==> src/rtl/fwd_hazard_scoreboard.sv <==
`default_nettype none
// ============================================================================
// Module   : fwd_hazard_scoreboard
// Purpose  : ID-stage forwarding and hazard unit. A DEPTH-entry shift register
//            shadows the in-flight writers (entry 0 = EXE). Each ID source is
//            matched against it, the youngest match is selected, and load-use
//            or no-forward RAW hazards raise a stall.
// Ports    : clk_i, rst_ni          clock, synchronous active-low reset
//            fwd_en_i               1 = forward, 0 = stall on every RAW hazard
//            id_*_i, flush_i        ID instruction description / kill
//            rf_val1_i, rf_val2_i   register-file operands
//            stage_data_i           stage i result at [i*DATA_W +: DATA_W]
//            val1_o, val2_o         resolved operands
//            val1_sel_o, val2_sel_o 0 = register file, i+1 = stage i
//            stall_o                hold PC and IF/ID, bubble into EXE
//            stall_count_o          saturating stall-cycle counter
// Revision : 1.0 - initial release
// ============================================================================
module fwd_hazard_scoreboard #(
  parameter int ADDR_W   = 5,
  parameter int DATA_W   = 32,
  parameter int DEPTH    = 3,
  parameter int LOAD_LAT = 1,
  parameter int SEL_W    = 3
) (
  input  logic                    clk_i,
  input  logic                    rst_ni,
  input  logic                    fwd_en_i,
  input  logic                    id_valid_i,
  input  logic [ADDR_W-1:0]       id_src1_i,
  input  logic [ADDR_W-1:0]       id_src2_i,
  input  logic                    id_uses_src2_i,
  input  logic [ADDR_W-1:0]       id_dest_i,
  input  logic                    id_wb_en_i,
  input  logic                    id_is_load_i,
  input  logic                    flush_i,
  input  logic [DATA_W-1:0]       rf_val1_i,
  input  logic [DATA_W-1:0]       rf_val2_i,
  input  logic [DEPTH*DATA_W-1:0] stage_data_i,
  output logic [DATA_W-1:0]       val1_o,
  output logic [DATA_W-1:0]       val2_o,
  output logic [SEL_W-1:0]        val1_sel_o,
  output logic [SEL_W-1:0]        val2_sel_o,
  output logic                    stall_o,
  output logic [15:0]             stall_count_o
);

  localparam logic [15:0] C_CNT_MAX = 16'hFFFF;

  logic              sb_wb_q   [DEPTH];
  logic [ADDR_W-1:0] sb_dest_q [DEPTH];
  logic              sb_load_q [DEPTH];
  logic [15:0]       cnt_q, cnt_d;
  logic              push_d;

  // Lookup results per source: hit, selected stage, stage data, load-use flag
  logic              hit1, hit2;
  logic [SEL_W-1:0]  sel1, sel2;
  logic [DATA_W-1:0] data1, data2;
  logic              lu1, lu2;
  logic              haz1, haz2;

  // Scan from oldest to youngest so the youngest match is the last write
  always_comb begin
    hit1  = 1'b0;
    hit2  = 1'b0;
    sel1  = '0;
    sel2  = '0;
    data1 = '0;
    data2 = '0;
    lu1   = 1'b0;
    lu2   = 1'b0;
    for (int i = DEPTH - 1; i >= 0; i--) begin
      if ((id_src1_i != '0) && sb_wb_q[i] && (sb_dest_q[i] == id_src1_i)) begin
        hit1  = 1'b1;
        sel1  = SEL_W'(i + 1);
        data1 = stage_data_i[i*DATA_W +: DATA_W];
        lu1   = sb_load_q[i] && (i < LOAD_LAT);
      end
      if ((id_src2_i != '0) && sb_wb_q[i] && (sb_dest_q[i] == id_src2_i)) begin
        hit2  = 1'b1;
        sel2  = SEL_W'(i + 1);
        data2 = stage_data_i[i*DATA_W +: DATA_W];
        lu2   = sb_load_q[i] && (i < LOAD_LAT);
      end
    end
  end

  // Without forwarding every match is a hazard; with it only unready loads
  assign haz1 = hit1 && (fwd_en_i ? lu1 : 1'b1);
  assign haz2 = id_uses_src2_i && hit2 && (fwd_en_i ? lu2 : 1'b1);

  assign stall_o = rst_ni && id_valid_i && !flush_i && (haz1 || haz2);

  // A source forwards only when its youngest match is usable right now
  always_comb begin
    val1_sel_o = '0;
    val2_sel_o = '0;
    val1_o     = rf_val1_i;
    val2_o     = rf_val2_i;
    if (rst_ni && fwd_en_i) begin
      if (hit1 && !lu1) begin
        val1_sel_o = sel1;
        val1_o     = data1;
      end
      if (id_uses_src2_i && hit2 && !lu2) begin
        val2_sel_o = sel2;
        val2_o     = data2;
      end
    end
  end

  assign push_d = id_valid_i && !stall_o && !flush_i && id_wb_en_i;
  assign cnt_d  = (stall_o && (cnt_q != C_CNT_MAX)) ? cnt_q + 16'd1 : cnt_q;

  always_ff @(posedge clk_i) begin
    if (!rst_ni) begin
      for (int i = 0; i < DEPTH; i++) begin
        sb_wb_q[i]   <= 1'b0;
        sb_dest_q[i] <= '0;
        sb_load_q[i] <= 1'b0;
      end
      cnt_q <= '0;
    end else begin
      sb_wb_q[0]   <= push_d;
      sb_dest_q[0] <= id_dest_i;
      sb_load_q[0] <= id_is_load_i;
      for (int i = 1; i < DEPTH; i++) begin
        sb_wb_q[i]   <= sb_wb_q[i-1];
        sb_dest_q[i] <= sb_dest_q[i-1];
        sb_load_q[i] <= sb_load_q[i-1];
      end
      cnt_q <= cnt_d;
    end
  end

  assign stall_count_o = cnt_q;

endmodule
`default_nettype wire

==> config.mk <==
export PLATFORM = sky130hd
export DESIGN_NAME = fwd_hazard_scoreboard
export DESIGN_NICKNAME = d
export VERILOG_FILES = /design/src/rtl/fwd_hazard_scoreboard.sv
export SDC_FILE = /design/constraint.sdc
export NUM_CORES = 1
export LEC_CHECK = 0
export BUFFER_PORTS_ARGS = -buffer_cell sky130_fd_sc_hd__buf_2
export CORE_AREA = 5 5 102 104
export DETAILED_ROUTE_END_ITERATION = 8
export DIE_AREA = 0 0 107 109
export PLACE_DENSITY = 0.78
export SYNTH_ARGS = -nofsm -noshare
export SYNTH_HDL_FRONTEND = slang
export SYNTH_SLANG_ARGS = --single-unit
==> constraint.sdc <==
create_clock -name clk_i -period 5.6 [get_ports clk_i]
set_input_delay 0.56 -clock clk_i [delete_from_list [all_inputs] [get_ports clk_i]]
set_output_delay 0.56 -clock clk_i [all_outputs]
set_load 0.02 [all_outputs]
==> impl_metrics.env, run 1 <==
export IMPL_swShare_pct=32.35
export IMPL_utilization_pct=54.27
export IMPL_clock_sinks=35
export IMPL_synthFlopType="dfxtp_1"
export IMPL_cts_setup_buffers=0
export IMPL_synth_top_area_share_pct=19.20
export IMPL_p_sw_uw=227.9
export IMPL_synth_area_top_cells="dfxtp_1 (19%), a221o_1 (18%), o21ai_0 (16%), nand2_1 (8.3%), xnor2_1 (6.2%)"
export IMPL_slew_headroom_pct=30.24
export IMPL_required_ps=5040
export IMPL_end_kind="output port"
export IMPL_p_leak_nw=2.365
export IMPL_dieArea_sq_mm=0.01166
export IMPL_p_int_uw=476.5
export IMPL_drive_gt1_share_pct=39.87
export IMPL_drt_wl_total_microns=17500
export IMPL_tns_ps=0
export IMPL_start_kind="primary input"
export IMPL_numCtsBuffers=5
export IMPL_ctsResizeCount=0
export IMPL_timing_worst_setup_path_type="primary input to output port"
export IMPL_dp_slack_ps=1500
export IMPL_synth_edff_count=0
export IMPL_syn_avg_cell_area_sq_um=7.032
export IMPL_maxCapViolations=0
export IMPL_port_buffers=267
export IMPL_gp_congestion=0.9958
export IMPL_fmax_mhz=243.3
export IMPL_num_vias=5203
export IMPL_grt_overflow_total=0
export IMPL_holdCritPathClass="primary input to flip-flop"
export IMPL_clk_pin_slew_ps=80
export IMPL_synth_warning_count=0
export IMPL_routedWlPerCell_microns=20.12
export IMPL_clk_latency_ps=300
export IMPL_rsz0062_at_grt="false"
export IMPL_via_per_inst=5.980
export IMPL_grt_pass1_vias=4983
export IMPL_final_setup_skew_ps=6.832
export IMPL_sequentialPowerShare_pct=36.9
export IMPL_cp_max_fo=64
export IMPL_clkPwrFrac_pct=34.1
export IMPL_syn_to_final_growth_pct=40.66
export IMPL_cts_hold_buf=0
export IMPL_powerDensity_mw_per_mm2=137.2
export IMPL_die_h_microns=109
export IMPL_synth_cells=519
export IMPL_cts_root_buf="clkbuf_8"
export IMPL_status="completed"
export IMPL_drc=0
export IMPL_yosysSeqAreaShare_pct=19.20
export IMPL_grt_usage_pct=27.48
export IMPL_ant_nets=0
export IMPL_synthArstFlopShare_pct=0
export IMPL_period_needed_ps=4111
export IMPL_yosys_area_top_type="dfxtp_1"
export IMPL_drtPass1Iterations=6
export IMPL_combPwrFrac_pct=29.0
export IMPL_period_share_pct=73.40
export IMPL_cts_htree_levels=2
export IMPL_arrival_ps=3550
export IMPL_hold_viol_final=0
export IMPL_rows=36
export IMPL_coreArea_sq_mm=0.009459
export IMPL_whs_ps=465.9
export IMPL_synth_cell_types=45
export IMPL_start_util_pct=38.58
export IMPL_tightest_slew_ps=1043
export IMPL_worst_slack_ps=1489
export IMPL_drt_iter0_markers=455
export IMPL_maxSlewViolCount=0
export IMPL_grt_max_degree=65
export IMPL_setup_viol=0
export IMPL_antenna_found_initial=3
export IMPL_grt_first_pass_wirelength_microns=25730
export IMPL_syn_area_sq_mm=0.003650
export IMPL_die_w_microns=107
export IMPL_ys_ff_latch=35
export IMPL_hpwl_microns=13610
export IMPL_ir_drop_mv=0.1578
export IMPL_cts_buffer_depth=2
export IMPL_fillCellCount=965
export IMPL_ios=270
export IMPL_cts_tree="done"
export IMPL_layout_nets=938
[state kept, by name (all words and copies together), names as in the netlist]
name and count:
sb_wb_q 3, sb_load_q 1, sb_dest_q 15, stall_count_o 16
[cell type report]
cell class	instances	area [sq um]	share of cell area (%)
flip-flops and latches	35	700.7	13.65
well taps	114	142.6	2.778
repair buffers	276	1404	27.35
inverters	3	11.26	0.2194
clock inverters	3	47.55	0.9262
clock buffers	5	68.82	1.340
diodes	1	2.502	0.04874
multi-input cells	433	2756	53.69
[per-stage QoR]
step           instances  power (mW)  cell area (sq um)
2_1_floorplan        520      0.3513               3654
3_3_place_gp         861      0.4642               5015
3_5_place_dp         861      0.4674               5015
4_1_cts              869      0.7053               5131
5_1_grt              870      0.7350               5134
6_report             870      0.7044               5134
[routing by layer]
layer	share of wire [%]	vias up	global-route usage [%]	routed length (microns)
met4	4.5	4	11.60	793
met3	7.9	57	5.151	1391
li1	-	2449	-	-
met1	38	2415	32.46	6669
met2	49	278	48.83	8623
met5	0.15	-	0	26
[cell usage in the layout, fill, tap and decap left out, types with 2 or more instances in the layout]
| cell | instances |
|---|---|
| a21oi_1 | 13 |
| a221o_1 | 64 |
| and2_1 | 18 |
| and3_1 | 7 |
| buf_2 | 267 |
| buf_4 | 9 |
| clkbuf_8 | 5 |
| conb_1 | 2 |
| dfxtp_1 | 35 |
| inv_1 | 3 |
| mux2i_1 | 3 |
| nand2_1 | 80 |
| nand2b_1 | 3 |
| nand3_1 | 7 |
| nand4_1 | 12 |
| nor2_1 | 10 |
| nor3_1 | 3 |
| nor3_2 | 3 |
| nor4_4 | 2 |
| o211ai_1 | 3 |
| o21ai_0 | 120 |
| o21ai_1 | 11 |
| o31ai_1 | 9 |
| or3_1 | 6 |
| or4_1 | 8 |
| or4_4 | 2 |
| xnor2_1 | 26 |
| xor2_1 | 4 |
[power groups by stage]
stage	clock, mW	combinational [mW]	sequential (mW)
finish	0.240	0.204	0.260
global route	0.254	0.221	0.260
CTS	0.243	0.203	0.260
detailed placement	0	0.202	0.266
global placement	0	0.199	0.265
floorplan	0	0.0876	0.264
[cell families (layout without fill, tap and decap cells)]
family	count (synthesis)	in the layout	share of synthesized area (%)
AOI/OAI and AO/OA	227	227	41.86
xor gates and xnor gates	30	30	7.199
adders and majority gates	1	1	0.3428
buffers and inverters	52	287	6.513
DFF	35	35	19.20
muxes	3	3	0.8228
other	1	3	0.1027
and+or+nand+nor	170	170	23.96
[synthesized netlist by cell type (2+ instances only)]
cell type  instances
nor2_1            10
nand2b_1           3
and3_1             7
or4_4              2
a221o_1           64
inv_1              3
buf_2              7
buf_6              2
a21oi_1           13
and2_1            18
nand3_1            7
o211ai_1           3
or3_1              6
nor3_1             6
xnor2_1           26
o31ai_1            9
nand4_1           12
o21ai_1           11
mux2i_1            3
xor2_1             4
nor4_2             2
o21ai_0          120
nand2_1           81
buf_4              2
or4_1              8
dfxtp_1           35
clkbuf_1          37
[worst max-delay path, stage by stage]
cell and delay [ps]:
buf_2 140, or4_4 560, nor2_4 180, nor4_4 70, buf_4 260, or3_1 470
nand2_2 790, o21ai_0 280, buf_2 230
[final timing paths]
kind / startpoint / endpoint / slack, ps / cells after the start
worst max-delay path: id_src2_i[1] / val2_o[7] / 1490 / 9
worst min-delay path: id_dest_i[0] / sb_dest_q[0][0] / 470 / 2
worst max register to register: sb_dest_q[0][0] / stall_count_o[4] / 2890 / 8
worst min register to register: stall_count_o[10] / stall_count_o[10] / 500 / 2
(Power assumes the default switching activity.)
==> run 2: changes to the inputs <==
--- a/config.mk
+++ b/config.mk
@@ -6,10 +6,10 @@
 export NUM_CORES = 1
 export LEC_CHECK = 0
 export BUFFER_PORTS_ARGS = -buffer_cell sky130_fd_sc_hd__buf_2
-export CORE_AREA = 5 5 102 104
+export CORE_AREA = 5 5 103 105
 export DETAILED_ROUTE_END_ITERATION = 8
-export DIE_AREA = 0 0 107 109
-export PLACE_DENSITY = 0.78
+export DIE_AREA = 0 0 108 110
+export PLACE_DENSITY = 0.77
 export SYNTH_ARGS = -nofsm -noshare
 export SYNTH_HDL_FRONTEND = slang
 export SYNTH_SLANG_ARGS = --single-unit
==> constraint.sdc (replaced) <==
create_clock -name clk_i -period 4.1 [get_ports clk_i]
set_input_delay 0.41 -clock clk_i [delete_from_list [all_inputs] [get_ports clk_i]]
set_output_delay 0.41 -clock clk_i [all_outputs]
set_load 0.02 [all_outputs]
==> run 2 against run 1 <==
Effect of this change: global-route usage fell by 2.2 points; via count rose by 0.33%; sequential share of layout area fell by 0.079 points; largest power group unchanged.
==> impl_metrics.env, run 2 (synthesis gave the netlist of run 1 again) <==
export IMPL_grt_overflow_total=0
export IMPL_port_buffers=267
export IMPL_grt_pass1_vias=4954
export IMPL_final_cell_mix="buf_2 (267), o21ai_0 (120), nand2_1 (80)"
export IMPL_end_kind="output port"
export IMPL_clock_sinks=35
export IMPL_dp_slack_ps=618.4
export IMPL_start_util_pct=38.22
export IMPL_num_vias=5220
export IMPL_required_ps=3690
export IMPL_cts_hold_buf=0
export IMPL_stdcell_count=894
export IMPL_ios=270
export IMPL_p_leak_nw=2.371
export IMPL_antenna_found_initial=1
export IMPL_setup_viol=0
export IMPL_period_share_pct=88.34
export IMPL_grt_max_degree=65
export IMPL_grt_first_pass_wirelength_microns=24530
export IMPL_ir_drop_mv=0.1648
export IMPL_arrival_ps=3210
export IMPL_timing_worst_setup_path_type="flip-flop to output port"
export IMPL_holdCritPathClass="primary input to flip-flop"
export IMPL_place_inst=885
export IMPL_largest_reg_flops=16
export IMPL_powerDensity_mw_per_mm2=168.2
export IMPL_final_common_cell="buf_2"
export IMPL_dieArea_sq_mm=0.01188
export IMPL_grt_usage_pct=25.33
export IMPL_layout_nets=943
export IMPL_cts_buffer_depth=2
export IMPL_fmax_mhz=276.1
export IMPL_die_h_microns=110
export IMPL_drt_wl_total_microns=16580
export IMPL_cts_setup_buffers=0
export IMPL_maxCapViolations=0
export IMPL_drt_iter0_markers=418
export IMPL_rsz0062_at_grt="false"
export IMPL_ant_nets=0
export IMPL_ctsResizeCount=0
export IMPL_cts_tree="done"
export IMPL_via_per_inst=5.839
export IMPL_gp_congestion=0.8806
export IMPL_worst_slack_ps=478.0
export IMPL_cts_root_buf="clkbuf_8"
export IMPL_syn_to_final_growth_pct=41.48
export IMPL_numCtsBuffers=5
export IMPL_status="completed"
export IMPL_clk_pin_slew_ps=70
export IMPL_drtPass1Iterations=5
export IMPL_tightest_slew_ps=1136
export IMPL_hpwl_microns=12860
export IMPL_die_w_microns=108
export IMPL_tns_ps=0
export IMPL_drive_gt1_share_pct=40.13
export IMPL_period_needed_ps=3622
export IMPL_slew_headroom_pct=23.84
export IMPL_start_kind="flip-flop"
export IMPL_hold_viol_final=0
export IMPL_maxSlewViolCount=0
export IMPL_final_setup_skew_ps=6.677
export IMPL_clk_latency_ps=280
export IMPL_rows=36
export IMPL_coreArea_sq_mm=0.009549
export IMPL_cts_htree_levels=2
export IMPL_cp_max_fo=64
export IMPL_drc=0
export IMPL_routedWlPerCell_microns=18.55
## run 2: area by class of cell
class,count,area [sq um]
Fill cell,949,4385
Multi-Input combinational cell,433,2756
Timing Repair Buffer,281,1441
Sequential cell,35,700.7
Tap cell,133,166.4
Clock buffer,6,72.57
Clock inverter,2,12.51
Inverter,3,11.26
Antenna cell,1,2.502
## run 2: where the power goes
part	total (mW)	switching (mW)	internal (mW)	leakage, nW
registers	0.354	0.00709	0.347	0.285
clock network	0.242	0.123	0.119	0.0412
logic	0.273	0.153	0.120	2.04
## run 2: path summary, 6_finish.rpt
kind | start | endpoint | slack (ps) | depth (start not counted)
worst max register to register | sb_dest_q[0][3] | stall_count_o[3] | 1040 | 8
worst min-delay path | id_dest_i[2] | sb_dest_q[0][2] | 330 | 2
worst max-delay path | sb_dest_q[0][3] | val1_o[22] | 480 | 8
worst min register to register | sb_wb_q[0][0] | sb_wb_q[0][1] | 500 | 1
## run 2: metal layers
metal | global-route usage (%) | vias up | routed length (microns)
li1 | - | 2455 | -
met4 | 10.64 | 0 | 652
met1 | 30.03 | 2428 | 6367
met5 | 0 | - | 0
met2 | 44.58 | 284 | 8010
met3 | 5.183 | 53 | 1551
## run 2: worst max-delay path, cell delays in order, from the launching register on
cell and delay (ps):
dfxtp_1 340, xnor2_1 230, nand4_1 160, nor3_2 880
or3_4 320, nand4_2 90, buf_4 340, o21ai_0 330
buf_2 230
## run 2: metrics by stage
step	hold slack (ps)	util, %	instance area, sq um	power [mW]
final	334.3	54.07	5164	0.8687
after global routing	325.7	54.07	5164	0.9164
after CTS	322.0	54.05	5161	0.8766
after detailed placement	489.6	53.16	5076	0.6319
after global placement	477.4	53.16	5076	0.6279
after floorplan	452.0	-	3654	0.4798
==> run 3: changes to the inputs <==
--- a/config.mk
+++ b/config.mk
@@ -5,11 +5,12 @@
 export SDC_FILE = /design/constraint.sdc
 export NUM_CORES = 1
 export LEC_CHECK = 0
+export ABC_AREA = 1
 export BUFFER_PORTS_ARGS = -buffer_cell sky130_fd_sc_hd__buf_2
-export CORE_AREA = 5 5 103 105
+export CORE_MARGIN = 5
+export CORE_UTILIZATION = 45
 export DETAILED_ROUTE_END_ITERATION = 8
-export DIE_AREA = 0 0 108 110
-export PLACE_DENSITY = 0.77
+export PLACE_DENSITY = 0.82
 export SYNTH_ARGS = -nofsm -noshare
 export SYNTH_HDL_FRONTEND = slang
 export SYNTH_SLANG_ARGS = --single-unit
==> run 3 against run 2 <==
Effect of this change: combinational power grew 11%; utilization grew 5.2 points; via count grew 22%; sequential cell count is the same; routed wire length grew 7.4%; worst hold slack lost 39 ps; fmax grew 14%; non-clock buffer count shrank 3; largest power group unchanged.
==> impl_metrics.env, run 3 <==
export IMPL_status="completed"
export IMPL_coreArea_sq_mm=0.01018
export IMPL_reg2reg_slack_ps=1720
export IMPL_period_share_pct=77.38
export IMPL_clock_sinks=35
export IMPL_p_int_uw=653.9
export IMPL_swShare_pct=33.26
export IMPL_largest_reg_flops=16
export IMPL_maxSlewViolCount=0
export IMPL_ir_drop_mv=0.2485
export IMPL_drive_gt1_share_pct=29.79
export IMPL_fmax_mhz=315.2
export IMPL_clk_pin_slew_ps=80
export IMPL_stdcell_count=1239
export IMPL_tns_ps=0
export IMPL_dieArea_sq_mm=0.01240
export IMPL_num_vias=6356
export IMPL_start_kind="primary input"
export IMPL_slew_headroom_pct=44.47
export IMPL_syn_area_sq_mm=0.004623
export IMPL_place_inst=1229
export IMPL_sequentialPowerShare_pct=36.1
export IMPL_drtPass1Iterations=5
export IMPL_holdCritPathClass="primary input to flip-flop"
export IMPL_use_met2_pct=46.96
export IMPL_drc=0
export IMPL_cts_buffer_depth=2
export IMPL_numCtsBuffers=5
export IMPL_p_sw_uw=325.9
export IMPL_yosys_area_top_type="nand2_1"
export IMPL_routedWlPerCell_microns=14.38
export IMPL_die_w_microns=111.4
export IMPL_required_ps=3690
export IMPL_synth_edff_count=0
export IMPL_drt_wl_total_microns=17810
export IMPL_final_setup_skew_ps=12.81
export IMPL_synthArstFlopShare_pct=0
export IMPL_final_cell_mix="buf_2 (267), nand2_1 (261), inv_1 (151)"
export IMPL_slowest_stage="nor2_4"
export IMPL_cts_hold_buf=0
export IMPL_timing_worst_setup_path_type="primary input to output port"
export IMPL_cts_root_buf="clkbuf_8"
export IMPL_start_util_pct=45.39
export IMPL_yosysSeqAreaShare_pct=15.16
export IMPL_worst_slack_ps=927.5
export IMPL_cts_setup_buffers=0
export IMPL_ios=270
export IMPL_p_total_uw=979.8
export IMPL_setup_viol=0
export IMPL_rows=37
export IMPL_syn_avg_cell_area_sq_um=5.320
export IMPL_busiest_layer="met2"
export IMPL_synth_warning_count=0
export IMPL_synth_top_area_share_pct=21.19
export IMPL_crit_chain="buf_2 > inv_1 > nand3_1 > nor2_1 > nor2_1 > nand2_1 > inv_2 > nor2_4 > nand2_1 > nand3_1 > o211ai_1 > o21ai_0 > buf_2"
export IMPL_port_buffers=267
export IMPL_synthFlopType="dfxtp_1"
export IMPL_cts_tree="done"
export IMPL_grt_max_degree=67
export IMPL_end_kind="output port"
export IMPL_grt_overflow_total=0
export IMPL_fillCellCount=1081
export IMPL_layout_nets=1284
export IMPL_grt_pass1_vias=5713
export IMPL_hold_viol_final=0
export IMPL_combPwrFrac_pct=31.0
export IMPL_p_leak_nw=3.613
export IMPL_ys_ff_latch=35
export IMPL_powerDensity_mw_per_mm2=162.3
export IMPL_yosysMostFrequentCell="nand2_1"
export IMPL_maxCapViolations=0
export IMPL_hpwl_microns=13770
export IMPL_clk_latency_ps=290
export IMPL_final_common_cell="buf_2"
export IMPL_synth_cells=869
export IMPL_syn_to_final_growth_pct=30.55
export IMPL_ant_nets=0
export IMPL_tightest_slew_ps=830.9
export IMPL_synth_cell_types=33
export IMPL_synth_top_cells_by_count="nand2_1 (261), inv_1 (151), nand3_1 (79)"
export IMPL_dp_slack_ps=892.2
export IMPL_met1_usage_pct=34.27
export IMPL_antenna_found_initial=2
export IMPL_rsz0062_at_grt="false"
export IMPL_drt_iter0_markers=587
export IMPL_arrival_ps=2760
export IMPL_gp_congestion=0.9771
export IMPL_clkPwrFrac_pct=32.9
export IMPL_use_met3_pct=3.967
export IMPL_die_h_microns=111.4
export IMPL_synth_area_top_cells="nand2_1 (21%), dfxtp_1 (15%), inv_1 (12%), nand3_1 (8.6%), nor2_1 (5.8%)"
export IMPL_cts_htree_levels=2
export IMPL_ctsResizeCount=0
export IMPL_grt_usage_pct=27.11
export IMPL_via_per_inst=5.130
export IMPL_period_needed_ps=3172
export IMPL_cp_max_fo=33
export IMPL_grt_first_pass_wirelength_microns=28430
export IMPL_critPathMaxStageDelay_ps=730
-- run 3: cell types whose count changed in the layout (fill, tap and decap cells not counted), sizes merged, moves of 64 or more --
cell   previous run  this run
nand3             7        95
o21ai           132        64
nand2            81       265
inv               3       164
nor2             12        77
a221o            64         0
-- run 3: worst max-delay path: cells and delay by family --
kind,cells,cell delay [ps]
AO/OA/AOI/OAI,2,230
AND/OR/NAND/NOR,7,1380
buffers and inverters,4,710
-- run 3: area by class of cell --
| cell class | instances | area [sq um] | share of cell area, % |
|---|---|---|---|
| inverter | 164 | 615.6 | 10.20 |
| clock buffer | 5 | 68.82 | 1.140 |
| sequential | 35 | 700.7 | 11.61 |
| multi-input combinational | 616 | 3010 | 49.88 |
| antenna | 2 | 5.005 | 0.08292 |
| clock inverter | 3 | 46.29 | 0.7670 |
| tap | 136 | 170.2 | 2.819 |
| timing repair buffer | 278 | 1419 | 23.51 |
-- run 3: cells by family (layout without fill, tap and decap cells) --
kind of cell / after synthesis / after routing / share of synthesized area, %
and+or+nand+nor: 469 / 469 / 45.12
adders and majority gates: 1 / 1 / 0.2706
xor gates and xnor gates: 4 / 4 / 0.7577
buffers and inverters: 219 / 450 / 20.05
other: 1 / 4 / 0.08111
DFF: 35 / 35 / 15.16
AOI/OAI and AO/OA: 140 / 140 / 18.57
-- run 3: worst paths after layout --
check	startpoint	endpoint	cells past startpoint
worst min register to register	sb_dest_q[0][6]	sb_dest_q[0][11]	2
worst max register to register	sb_dest_q[0][3]	stall_count_o[2]	13
worst max-delay path	id_src1_i[2]	val1_o[14]	13
worst min-delay path	id_dest_i[1]	sb_dest_q[0][1]	3
-- run 3: layer usage --
layer	part of all wire, %	up-vias
li1	-	3228
met1	40	2770
met2	49	317
met3	8.1	41
met4	3.4	0
met5	0	-
-- run 3: metrics by stage --
stage	hold slack [ps]	area, sq um	util, %
floorplan	416.2	4627	-
global placement	428.9	5916	58.08
detailed placement	430.5	5916	58.08
CTS	288.9	6031	59.21
global route	297.5	6036	59.26
finish	295.6	6036	59.26
-- run 3: power by group through the flow --
stage	logic [mW]	registers (mW)	clock network [mW]
6_report	0.304	0.354	0.322
5_1_grt	0.336	0.355	0.346
4_1_cts	0.304	0.353	0.334
3_5_place_dp	0.302	0.361	0
3_3_place_gp	0.301	0.361	0
2_1_floorplan	0.144	0.360	0
